File: src/rtl/traffic_pkg.sv
// Shared types and lamp encodings for the traffic-intersection controller.
// Lamp triples are {red, yellow, green}.
package traffic_pkg;

    typedef enum logic [1:0] {
        PH_ALL_RED = 2'd0,
        PH_GREEN   = 2'd1,
        PH_YELLOW  = 2'd2,
        PH_WALK    = 2'd3
    } phase_t;

    localparam logic [2:0] LAMP_RED  = 3'b100;
    localparam logic [2:0] LAMP_YEL  = 3'b010;
    localparam logic [2:0] LAMP_GRN  = 3'b001;
    localparam logic [2:0] LAMP_TEST = 3'b111;

    function automatic int max_of(input int a, input int b);
        return (a > b) ? a : b;
    endfunction

endpackage

File: src/rtl/traffic_rr_arbiter.sv
// Combinational round-robin search: first set req bit after start, wrapping.
// With no request set, grant_idx echoes start and any_req is low.
module traffic_rr_arbiter #(
    parameter int N_APPROACH = 4
) (
    input  logic [N_APPROACH-1:0]         req,
    input  logic [$clog2(N_APPROACH)-1:0] start,
    output logic [$clog2(N_APPROACH)-1:0] grant_idx,
    output logic                          any_req
);
    localparam int IW = $clog2(N_APPROACH);

    logic [IW-1:0] j;

    // Scan farthest-first so the nearest requester after start wins.
    always_comb begin
        grant_idx = start;
        any_req   = 1'b0;
        j         = '0;
        for (int k = N_APPROACH; k >= 1; k--) begin
            j = IW'((int'(start) + k) % N_APPROACH);
            if (req[j]) begin
                grant_idx = j;
                any_req   = 1'b1;
            end
        end
    end

endmodule

File: src/rtl/traffic_phase_ctrl.sv
// N-approach round-robin traffic controller: GREEN -> YELLOW -> ALL_RED.
// Define TRAFFIC_PED_EN to add the pedestrian WALK phase (ped_req / ped_walk).
module traffic_phase_ctrl
    import traffic_pkg::*;
#(
    parameter int N_APPROACH    = 4,
    parameter int MIN_GREEN     = 8,
    parameter int YELLOW_CYCLES = 3,
    parameter int ALLRED_CYCLES = 2,
    parameter int WALK_CYCLES   = 6
) (
    input  logic                          clk,
    input  logic                          n_rst,
    input  logic [N_APPROACH-1:0]         car_sensor,
`ifdef TRAFFIC_PED_EN
    input  logic                          ped_req,
    output logic                          ped_walk,
`endif
    output logic [3*N_APPROACH-1:0]       lights,
    output logic [$clog2(N_APPROACH)-1:0] active_idx,
    output logic [1:0]                    phase
);
    localparam int IW   = $clog2(N_APPROACH);
    localparam int MAXD = max_of(max_of(MIN_GREEN, YELLOW_CYCLES),
                                 max_of(ALLRED_CYCLES, WALK_CYCLES));
    localparam int CW   = $clog2(MAXD) + 1;

    phase_t                  state;
    logic [CW-1:0]           cnt;
    logic [N_APPROACH-1:0]   req, req_set, active_oh, next_oh;
    logic [IW-1:0]           grant_idx, next_idx;
    logic                    any_req, foreign, walk_pending;
    logic                    ar_done, gr_done, ye_done, wk_done, leave;
    logic [3*N_APPROACH-1:0] lights_nxt;

`ifdef TRAFFIC_PED_EN
    localparam bit PED_EN = 1'b1;
    logic preq;
    assign walk_pending = preq;
    assign wk_done      = (state == PH_WALK) && (cnt == CW'(WALK_CYCLES - 1));
`else
    localparam bit PED_EN = 1'b0;
    assign walk_pending = 1'b0;
    assign wk_done      = 1'b0;
`endif

    traffic_rr_arbiter #(.N_APPROACH(N_APPROACH)) u_arb (
        .req       (req),
        .start     (active_idx),
        .grant_idx (grant_idx),
        .any_req   (any_req)
    );

    assign next_idx = any_req ? grant_idx : active_idx;
    assign foreign  = (|(req & ~active_oh)) | walk_pending;
    assign ar_done  = (state == PH_ALL_RED) && (cnt == CW'(ALLRED_CYCLES - 1));
    assign gr_done  = (state == PH_GREEN) && (cnt >= CW'(MIN_GREEN - 1)) && foreign;
    assign ye_done  = (state == PH_YELLOW) && (cnt == CW'(YELLOW_CYCLES - 1));
    assign leave    = ar_done | gr_done | ye_done | wk_done;
    assign phase    = state;

    always_comb begin
        active_oh  = '0;
        next_oh    = '0;
        lights_nxt = '0;
        for (int i = 0; i < N_APPROACH; i++) begin
            active_oh[i] = (active_idx == IW'(i));
            next_oh[i]   = (next_idx == IW'(i));
            lights_nxt[3*i +: 3] = LAMP_RED;
            if (active_oh[i] && state == PH_GREEN)  lights_nxt[3*i +: 3] = LAMP_GRN;
            if (active_oh[i] && state == PH_YELLOW) lights_nxt[3*i +: 3] = LAMP_YEL;
        end
        // The approach holding green cannot re-request itself.
        req_set = car_sensor;
        if (state == PH_GREEN) req_set = car_sensor & ~active_oh;
    end

    always_ff @(posedge clk or negedge n_rst) begin
        if (!n_rst) begin
            state      <= PH_ALL_RED;
            cnt        <= '0;
            active_idx <= IW'(N_APPROACH - 1);
            req        <= '0;
            lights     <= {N_APPROACH{LAMP_TEST}};
        end else begin
            lights <= lights_nxt;
            cnt    <= leave ? '0 : ((&cnt) ? cnt : cnt + CW'(1));
            req    <= req | req_set;
            case (state)
                PH_ALL_RED: if (ar_done) begin
                    if (walk_pending) begin
                        state <= PH_WALK;
                    end else begin
                        state      <= PH_GREEN;
                        active_idx <= next_idx;
                        // Clear beats a same-cycle set for the approach entering green.
                        req        <= (req | req_set) & ~next_oh;
                    end
                end
                PH_GREEN:  if (gr_done) state <= PH_YELLOW;
                PH_YELLOW: if (ye_done) state <= PH_ALL_RED;
                default:   if (wk_done || !PED_EN) state <= PH_ALL_RED;
            endcase
        end
    end

`ifdef TRAFFIC_PED_EN
    always_ff @(posedge clk or negedge n_rst) begin
        if (!n_rst) begin
            preq     <= 1'b0;
            ped_walk <= 1'b0;
        end else begin
            preq     <= (ar_done && preq) ? 1'b0 : (preq | ped_req);
            ped_walk <= (state == PH_WALK);
        end
    end
`endif

endmodule

File: config.mk
export PLATFORM = sky130hd
export DESIGN_NAME = traffic_phase_ctrl
export DESIGN_NICKNAME = d
export VERILOG_FILES = /design/src/rtl/traffic_pkg.sv /design/src/rtl/traffic_rr_arbiter.sv /design/src/rtl/traffic_phase_ctrl.sv
export SDC_FILE = /design/constraint.sdc
export NUM_CORES = 1
export LEC_CHECK = 0
export CORE_MARGIN = 5
export CORE_UTILIZATION = 55
export DETAILED_ROUTE_END_ITERATION = 10
export PLACE_DENSITY = 0.85
export SETUP_SLACK_MARGIN = 0.2
export SYNTH_ARGS = -nofsm -noshare
export SYNTH_HDL_FRONTEND = slang
export SYNTH_SLANG_ARGS = --single-unit
File: constraint.sdc
create_clock -name clk -period 4.69 [get_ports clk]
set_clock_uncertainty 0.2 [all_clocks]
set_input_delay 0.7035 -clock clk [delete_from_list [all_inputs] [get_ports clk]]
set_output_delay 0.7035 -clock clk [all_outputs]
set_load 0.03 [all_outputs]
Word-level counts from Yosys, hierarchy flattened --
Index checks and enable logic that the tools add are counted.
Word-level totals: bits of input ports 6, register bits after elaboration 24, logic and storage cells 90, output and inout port bits 16
Cells by class: $lt $le $gt $ge 5, muxes and demuxes 34, bitwise operators 8, add/sub/neg operators 5, reduce and logical (&&, ||, !) cells 19, equal/unequal tests 14
Operator list (number):
- two-way mux 3 bit | 8
- two-way mux 4 bit | 5
- two-way mux 2 bit | 8
- AND 4 bit | 3
- logical AND 1 bit | 12
- < comparator 2 x 3 -> 1 bit, second input constant | 4
- equality test 2 bit, second input constant | 5
- binary-select mux 1 bit (select 2 bit) | 4
- two-way mux 1 bit | 8
- inequality test 2 bit, second input constant | 4
- inverter 4 bit | 2
- equality test 2 x 1 -> 1 bit, second input constant | 3
- logical NOT 2 bit | 3
- case mux 2 bit (3 select lines) | 1
- adder 2 x 1 -> 2 bit, second input constant | 2
- adder 2 bit, second input constant | 2
- adder 4 x 1 -> 4 bit, second input constant | 1
- equality test 4 x 1 -> 1 bit, second input constant | 1
- equality test 4 x 2 -> 1 bit, second input constant | 1
- >= comparator 4 x 3 -> 1 bit, second input constant | 1
- bitwise OR 4 bit | 1
- AND reduction 4 bit | 1
- OR reduction 4 bit | 1
- AND reduction 3 bit | 1
- 2 further kinds | 3

Longest topological paths before layout --
word-level depth 13, gate-level depth with buffers 7, mapped depth without buffers 7

Modules after synthesis --
Synthesis repeated with hierarchy kept, for this count alone.
Unflattened totals: cells, all modules 117, area total of the unflattened synthesis 1168.6 µm²
By module, submodules not included:
- traffic_phase_ctrl | sequential area each 618.1 µm², times used 1, area an instance 1086.0 µm², cells each 103
- traffic_rr_arbiter | sequential area each 0.0 µm², times used 1, area an instance 82.6 µm², cells each 14

Worst setup path after synthesis --
No wires, ideal clock.
path type reg2reg, from reg active_idx[0], to reg active_idx[0], data required time 4.413 ns, setup time 0.077 ns, data arrival time 1.964 ns, clock period less this slack 2.241 ns, stages on the path, launching flop included 8, path buffers 0, setup slack 2.449 ns, cells stage by stage dfstp_2 inv_1 ha_1 mux2_1 nor2_1 o22ai_2 nor2b_4 a21o_1
On the way: longest elaborated chain between the ends 8, elaborated cells between the ends (all ways) 21, those cells by class add/sub (4); mux (17)
RTL lines:
- from (decl) | RTL line traffic_phase_ctrl.sv:20 | output logic [$clog2(N_APPROACH)-1:0] active_idx,
- from (signal assigned) | RTL line traffic_phase_ctrl.sv:82 | active_idx <= IW'(N_APPROACH - 1);
- from (signal assigned) | RTL line traffic_phase_ctrl.sv:95 | active_idx <= next_idx;
- adder 2 x 1 -> 2 bit | RTL line traffic_rr_arbiter.sv:21 | j = IW'((int'(start) + k) % N_APPROACH);
- binary-select mux 1 bit (select 2 bit) | RTL line traffic_rr_arbiter.sv:22 | if (req[j]) begin
- two-way mux 1 bit (implied by the code) | RTL line traffic_rr_arbiter.sv:22
- two-way mux 2 bit or two-way mux 1 bit (tied branches) (4 in series) | RTL line traffic_rr_arbiter.sv:22
- two-way mux 2 bit * | RTL line traffic_phase_ctrl.sv:54 | assign next_idx = any_req ? grant_idx : active_idx;
Every way passes the cells marked *; elsewhere a longest branch is shown, timed or not. The select of a mux whose other input is x is not followed. A chain may end at the register's enable or synchronous reset.

Worst setup path in the final report --
from reg active_idx[0], to out active_idx[0]
No word-level cell between the ends.

==> impl_metrics.yaml <==
sta:
  fmax_mhz: 390
  holdWs_ns: 0.355
  hold_viol: 0
  max_slew_margin_pct: 34.4
  fin_ws_ns: 2.12
  rsz0062_at_grt: "no"
  period_share_pct: 54.7
  post-route-min-period_ns: 2.57
  worst_slew_pin_slew_ns: 0.981
  drv_slew: 0
  tns_ns: 0
  setup_violations: 0
pwr:
  power_uw: 980
  internal-power_uw: 557
  seq_power_share_pct: 37.3
  power_density_nw_per_um2: 644
  pwr-share-comb_pct: 53.3
  ir_drop_uv: 441
  swShare_pct: 43.2
  p_clk_share_pct: 9.3
  switchingPower_uw: 423
  p_leak_nw: 0.645
logic_synthesis:
  synthCells: 117
  ys_types: 33
  synth_fp_nets: 130
  synth_edf_count: 0
  synth_top_family_by_area: "compound AO/OA/AOI/OAI gates"
  ys_warn_count: 0
  yosysSeqAreaShare_pct: 49.0
  ys_top_cells_by_area: "dfstp_2 29%, dfrtp_1 20%, ha_1 6.9%"
  synth_xor_area_share_pct: 0.694
  yosys.area.top_type: "dfstp_2"
  synthArstFlopShare_pct: 100
  synth.avg_cell_area_um2: 10.8
  synthAdderAreaFrac_pct: 6.94
  synth-compound-area-share_pct: 20.7
  yosys.area_share.simple_pct: 14.0
  synth-main-ff-cell: "dfstp_2"
  ys_ff_latch: 24
  yosysTopAreaCellShare_pct: 29.1
  synthMuxAreaShare_pct: 3.67
  netlist_area_um2: 1260
finish:
  fill_cells: 180
  syn2layout_area_growth_pct: 20.6
  drive_gt1_share_pct: 22.0
  layout_commonest_cell: "clkdlybuf4s50_1"
  final_cell_mix: "21 x clkdlybuf4s50_1, 14 x dfstp_2, 12 x nor2_1, 10 x inv_1, 10 x dfrtp_1"
  diodes: 0
  fin_nets: 155
critical_path:
  critPathCapture: "active_idx[0]"
  critPathRequiredTime_ns: 3.79
  path_cells: "clkdlybuf4s50_1"
  crit_family: "buffers and inverters"
  critical_path.startpoint_type: "register"
  cp_max_fo: 8
  cp-startpoint: "active_idx[0]"
  rr_worst_depth: 7
  critPathKind: "reg -> out"
  timing.rr.start: "active_idx[0]"
  arrival_ns: 1.66
  r2r-end: "active_idx[0]"
  crit_buf_inv: 1
  cp_slowest_cell: "clkdlybuf4s50_1"
  rrSetupSlack_ns: 2.41
  crit_cells: 1
  end_kind: "primary output"
  max_stage_delay_ns: 0.70
routing:
  drt-total-wl_um: 2310
  dr_wl_met2_um: 1080
  dr.max_layer_used: "met4"
  drcViolationCount: 0
  via_count: 913
  antenna_left: 0
  wl_met1_um: 967
  firstDrtPassIters: 4
  drt_iter0_markers: 18
  via_per_inst: 5.40
  wl_per_cell_um: 13.7
  wl_met3_um: 187
placement:
  place_congestion: 0.819
  portBuffers: 21
  pre_cts_slack_ns: 2.45
  place_hpwl_um: 1870
cts:
  clk_pin_slew_ns: 0.13
  cts_tree: "built"
  cts_hold_buf: 0
  cts_buffer_depth: 2
  ctsResizeCount: 0
  clk-insertion-delay-late_ns: 0.32
  clock_sinks: 24
  cts_buffers: 3
  root_buffer: "clkbuf_4"
  htree_num_levels: 1
  cts_setup_buffers: 0
flow_run:
  maxCapViolCount: 0
global_route:
  grtUsageTotal_pct: 15.6
  antenna_found_initial: 0
  first_global_vias: 917
  overflow: 0
  grt_start_max_net_pins: 25
  grt_pass1_wl_um: 3990
hold_path:
  min_path_type: "reg -> reg"
outcome:
  status: "completed"
floorplan:
  initial_core_util_pct: 57.1
  die_h_um: 57.9
  core_um2: 2210
  pin_count: 22
  rows: 17
  fp.dieW_um: 57.9
  die_area_um2: 3350
-- how the worst min path moves through the flow --
stage,cells past startpoint,endpoint,from,slack [ns]
after floorplan,0,cnt[0],n_rst,0.21
after global placement,2,active_idx[1],active_idx[1],0.33
after detailed placement,2,active_idx[1],active_idx[1],0.34
after CTS,2,active_idx[1],active_idx[1],0.35
after global routing,2,active_idx[1],active_idx[1],0.39
final,2,active_idx[1],active_idx[1],0.35
-- metal layers --
metal,vias up,global-route usage [%]
li1,448,-
met1,410,17.9
met2,46,26.9
met3,9,2.23
met4,0,9.93
met5,-,0
-- Yosys cell counts (2+ instances only) --
| library cell | count |
|---|---|
| dfstp_2 | 14 |
| nor2_1 | 12 |
| dfrtp_1 | 10 |
| inv_1 | 10 |
| a21oi_1 | 8 |
| nand2_1 | 8 |
| ha_1 | 7 |
| nor2b_1 | 5 |
| and2_1 | 4 |
| nor3_1 | 3 |
| o21ai_0 | 3 |
| o21ai_1 | 3 |
| a2111oi_2 | 2 |
| a21o_1 | 2 |
| a21oi_2 | 2 |
| clkinv_1 | 2 |
| inv_2 | 2 |
| mux2i_1 | 2 |
| nand3_1 | 2 |
| o22ai_1 | 2 |
| o22ai_2 | 2 |
-- sequential cells by signal, summed over array words and instances (netlist names) --
register / cells
cnt: 4
phase: 2
lights: 12
req: 4
active_idx: 2
-- per-stage QoR --
| step | cells | instance area (um^2) | util, % |
|---|---|---|---|
| floorplan | 117 | 1260 | - |
| global placement | 165 | 1500 | 67.6 |
| detailed placement | 165 | 1500 | 67.6 |
| CTS | 169 | 1520 | 68.8 |
| global route | 169 | 1520 | 68.8 |
| finish | 169 | 1520 | 68.8 |
-- kinds of logic after synthesis --
group           after synthesis
buf+inv                      15
flops                        24
compound gates               30
simple gates                 36
fa+ha+maj                     7
xor+xnor                      1
mux                           4
-- power by group through the flow --
| stage | logic [mW] | clock network [mW] | registers, mW |
|---|---|---|---|
| floorplan | 0.322 | 0 | 0.426 |
| global placement | 0.505 | 0 | 0.363 |
| detailed placement | 0.525 | 0 | 0.369 |
| CTS | 0.525 | 0.0945 | 0.364 |
| global route | 0.569 | 0.103 | 0.378 |
| finish | 0.523 | 0.0916 | 0.366 |
-- worst min-delay path, stage by stage (launching register included) --
cell and delay (ns):
dfstp_2 0.44, nand2_1 0.07, o21ai_1 0.06
-- layout make-up --
type / instances / area, um^2 / share of cell area [%]
sequential: 24 / 618 / 40.6
multi-input combinational: 78 / 581 / 38.1
timing repair buffer: 21 / 210 / 13.8
inverter: 14 / 52.6 / 3.45
tap: 28 / 35.0 / 2.30
clock buffer: 4 / 26.3 / 1.73
No activity file was read; power rests on OpenSTA's default activity.
==> RTL edit 1 (same flow settings) <==
Put one more register stage on the output `lights`. The value now appears one clock later. The other outputs are not delayed to match.
--- a/src/rtl/traffic_phase_ctrl.sv
+++ b/src/rtl/traffic_phase_ctrl.sv
@@ -26,2 +26,4 @@
     localparam int CW   = $clog2(MAXD) + 1;
+
+    logic [3*N_APPROACH-1:0] lights_s0;
 
@@ -83,5 +85,5 @@
             req        <= '0;
-            lights     <= {N_APPROACH{LAMP_TEST}};
+            lights_s0  <= {N_APPROACH{LAMP_TEST}};
         end else begin
-            lights <= lights_nxt;
+            lights_s0 <= lights_nxt;
             cnt    <= leave ? '0 : ((&cnt) ? cnt : cnt + CW'(1));
@@ -118,2 +120,6 @@
 
+    always_ff @(posedge clk) begin
+        lights <= lights_s0;
+    end
+
 endmodule
Formal check against the unedited RTL: not equivalent (a bounded check fails within 4 cycles, from zero or initial values and one cycle with n_rst low).
==> RTL edit 1 against the original RTL <==
Sequential cell count increased by 12. Power increased by 20%. Fmax decreased by 3.7%. Design area increased by 17%. Wire length increased by 14%. Setup slack got worse by 0.10 ns. Die area increased by 14%. Synthesized area increased by 17%. Via count increased by 14%. Synthesized cell count increased by 13%. Count of clock-buffer cells in the layout increased by 1. Critical endpoint unchanged. Largest cell class unchanged. Largest power group is now registers. Highest routed layer unchanged.
==> RTL edit 1: results (changes against the original RTL) <==
| Metric | Value |
|---|---|
| Met1 usage | 19.7% (was 17.9%) |
| Largest registers | lights x12, lights_s0 x12 (was lights x12, cnt x4, req x4) |
| Proportion of synthesized flip-flops having asynchronous set or reset | 66.7% (was 100%) |
| Wire length on met3 | 155 um (was 187 um) |
| Amount of wire on met2 after detailed routing | 1300 um (was 1080 um) |
| Dominant cells by area after synthesis | dfstp_2 (25%), dfrtp_1 (17%), dfxtp_1 (16%) (was dfstp_2 (29%), dfrtp_1 (20%), ha_1 (6.9%)) |
| Fillers | 186 (was 180) |
| Number of instances in the placed design | 182 (was 165) |
| Clk_lat worst skew | 0.34 ns (was 0.32 ns) |
| DR iter-0 viols | 30 (was 18) |
| Total routed wirelength | 2630 um (was 2310 um) |
| HPWL after detailed placement | 1990 um (was 1870 um) |
| Reg clk slew, reported paths | 0.10 ns (was 0.13 ns) |
| Placement Setup Slack | 2.29 ns (was 2.45 ns) |
| Total global-route track usage | 17.1% (was 15.6%) |
| Number of H-tree branching levels | 2 (was 1) |
| Met3 global-route usage | 5.79% (was 2.23%) |
| Outcome | complete, no violations (unchanged) |
| Placement Cell Area | 1720 um2 (was 1500 um2) |
| Portion of the post-synthesis area used by sequential elements | 57.9% (was 49.0%) |
| Fraction of the mapped netlist area in compound gates | 13.3% (was 20.7%) |
| Via count of the first global-routing pass | 1069 (was 917) |
| Met2 capacity usage during global routing | 28.0% (was 26.9%) |
| Post-synthesis xor/xnor area fraction | 0.591% (was 0.694%) |
| Wire length of the first global-routing pass | 4620 um (was 3990 um) |
| Measured slew at the worst slew-check pin | 0.990 ns (was 0.981 ns) |
[RTL edit 1: cell count changes after synthesis, sizes merged, moves of 4 or more]
cell,before,now
o21ai,6,2
nor2b,6,2
dfxtp,0,12
nor2,12,8
[RTL edit 1: worst paths after layout]
kind,startpoint,to,slack [ns],depth (start not counted)
hold reg to reg,lights_s0[10],lights[10],0.20,0
max in group asynchronous,n_rst,req[1],2.98,1
hold / removal,lights_s0[10],lights[10],0.20,0
min in group asynchronous,n_rst,cnt[1],0.69,1
setup / recovery,active_idx[0],active_idx[0],2.02,1
setup reg to reg,active_idx[0],req[0],2.27,7
[RTL edit 1: power by group]
group          switching (mW)  internal (mW)
logic                   0.284          0.223
clock network           0.101         0.0575
registers              0.0972          0.417
[RTL edit 1: area by class of cell]
class                      count  area (um2)  area share, %
sequential                    36         858           48.2
multi-input combinational     81         564           31.7
timing repair buffer          21         210           11.8
inverter                      14        52.6           2.95
clock buffer                   5        37.5           2.11
tap                           30        37.5           2.11
clock inverter                 3        18.8           1.05
==> RTL edit 2 (config.mk and constraints unchanged) <==
Made on the original files. Build with the macro `TRAFFIC_PED_EN` defined.
--- a/src/rtl/traffic_phase_ctrl.sv
+++ b/src/rtl/traffic_phase_ctrl.sv
@@ -2,2 +2,4 @@
 // Define TRAFFIC_PED_EN to add the pedestrian WALK phase (ped_req / ped_walk).
+`define TRAFFIC_PED_EN
+
 module traffic_phase_ctrl
Ports: changed (added ped_req and ped_walk); port bits go from 22 to 24. The function was not compared with the original's and may differ.
==> RTL edit 2 against the original RTL <==
Design area rose by 13%. Clock power grew 23%. Wire length rose by 22%. Power rose by 0.98%. Critical path depth unchanged. Sequential cell count grew 2. Setup slack lost 0.053 ns. Combinational power is 4% lower. First-iteration DRC count increased by 110%. Fmax shrank 2.0%. Register-to-register slack worse by 0.23 ns. Non-clock buffer count increased by 2. Synthesized area rose by 15%. Via count grew 19%. Largest cell class is now multi-input combinational cells. Largest power group unchanged. Highest routed layer unchanged.
==> RTL edit 2: results (changes against the original RTL) <==
| Metric | Value |
|---|---|
| Hold WC Path Type | register to register (unchanged) |
| Lkg Pwr | 0.701 nW (was 0.645 nW) |
| Dominant cells by area after synthesis | dfstp_2 (25%), dfrtp_1 (21%), ha_1 (9.5%) (was dfstp_2 (29%), dfrtp_1 (20%), ha_1 (6.9%)) |
| Placer's final routability congestion estimate | 0.872 (was 0.819) |
| DR iter-0 viols | 37 (was 18) |
| Final-layout worst hold slack | 0.376 ns (was 0.355 ns) |
| HPWL after detailed placement | 2150 um (was 1870 um) |
| Post-Syn Instances | 140 (was 117) |
| Maximum number of pins on one net before global-route repair | 27 (was 25) |
| Top cell types by occurrence after synthesis | dfstp_2 (14), dfrtp_1 (12), ha_1 (11) (was dfstp_2 (14), nor2_1 (12), dfrtp_1 (10), inv_1 (10)) |
| Number of instances in the placed design | 186 (was 165) |
| Fraction of final layout cells with drive strength greater than 1 | 17.5% (was 22.0%) |
| Placement Cell Area | 1690 um2 (was 1500 um2) |
| Min setup slack post-route | 2.07 ns (was 2.12 ns) |
| Port bufs | 23 (was 21) |
| Maximum resistive drop on vdd | 355 uV (was 441 uV) |
| Data arrival time of the worst path | 1.71 ns (was 1.66 ns) |
| Maximum fanout count along the critical path | 11 (was 8) |
| CP max-delay cell | clkdlybuf4s50_1 (unchanged) |
| Dominant delay contributor by cell family on the critical path | buffers and inverters (unchanged) |
| Number of buffers added by the clock tree synthesis step | 3 (unchanged) |
| Post-Synthesis Net Count | 158 (was 130) |
| Beginning of the worst register-to-register path | active_idx[1] (was active_idx[0]) |
| Wire length of the first global-routing pass | 4790 um (was 3990 um) |
| Horiz. Die Dim | 61.5 um (was 57.9 um) |
| Via count of the routed design | 1089 (was 913) |
| Post-synth cell types | 44 (was 33) |
| Final cell count without fillers | 190 (was 169) |
| Critical Path Max Stage Delay | 0.72 ns (was 0.70 ns) |
| Max transition margin | 27.8% (was 34.4%) |
| Final nets | 179 (was 155) |
| Launching element of the worst setup path | active_idx[0] (unchanged) |
| Total routed wirelength | 2810 um (was 2310 um) |
| Capture point of the worst reg-to-reg path | active_idx[1] (was active_idx[0]) |
| Largest registers | lights x12, cnt x4, req x4 (unchanged) |
| Placement Setup Slack | 2.23 ns (was 2.45 ns) |
| Portion of the post-synthesis area used by sequential elements | 45.9% (was 49.0%) |
| Outcome | complete, no violations (unchanged) |
| Total global-route track usage | 16.7% (was 15.6%) |
## RTL edit 2: cell types whose count changed after synthesis, sizes merged, moves of 3 or more
cell,unedited run,this run
clkbuf,0,5
inv,12,8
nor2,12,4
o22ai,4,1
and2,5,10
nand3,2,5
a2111oi,3,0
nor3b,0,3
ha,7,11
## RTL edit 2: area by class of cell
cell class,instances,area (um2)
fillers,191,774
clock buffers,4,36.3
repair buffers,23,230
multi-input cells,99,723
well taps,30,37.5
inverters,8,30.0
flip-flops and latches,26,668
## RTL edit 2: how the worst min path moves through the flow
stage / endpoint / start / depth (start not counted)
floorplan: cnt[0] / n_rst / 0
global placement: preq / preq / 1
detailed placement: preq / preq / 1
CTS: active_idx[1] / active_idx[1] / 2
global route: active_idx[1] / active_idx[1] / 2
finish: preq / preq / 1
## RTL edit 2: cell families after synthesis
logic type	synth area share, %
AND/OR/NAND/NOR	18.9
AO/OA/AOI/OAI	15.6
flip-flops	45.9
buffers and inverters	4.47
adder cells (fa/ha/maj)	9.45
multiplexers	5.07
XOR/XNOR	0.601
## RTL edit 2: report_power, final
part           switching (mW)  internal (mW)
logic                   0.281          0.223
registers              0.0740          0.298
clock network          0.0659         0.0475
## RTL edit 2: layer usage
metal | part of all wire (%) | global-route usage (%) | wire, um | vias up
met5 | 0 | 0 | 0 | -
met4 | 0.57 | 4.55 | 16 | 0
met3 | 7.6 | 2.73 | 215 | 2
met2 | 50 | 28.5 | 1410 | 47
met1 | 42 | 21.9 | 1170 | 514
li1 | - | - | - | 526
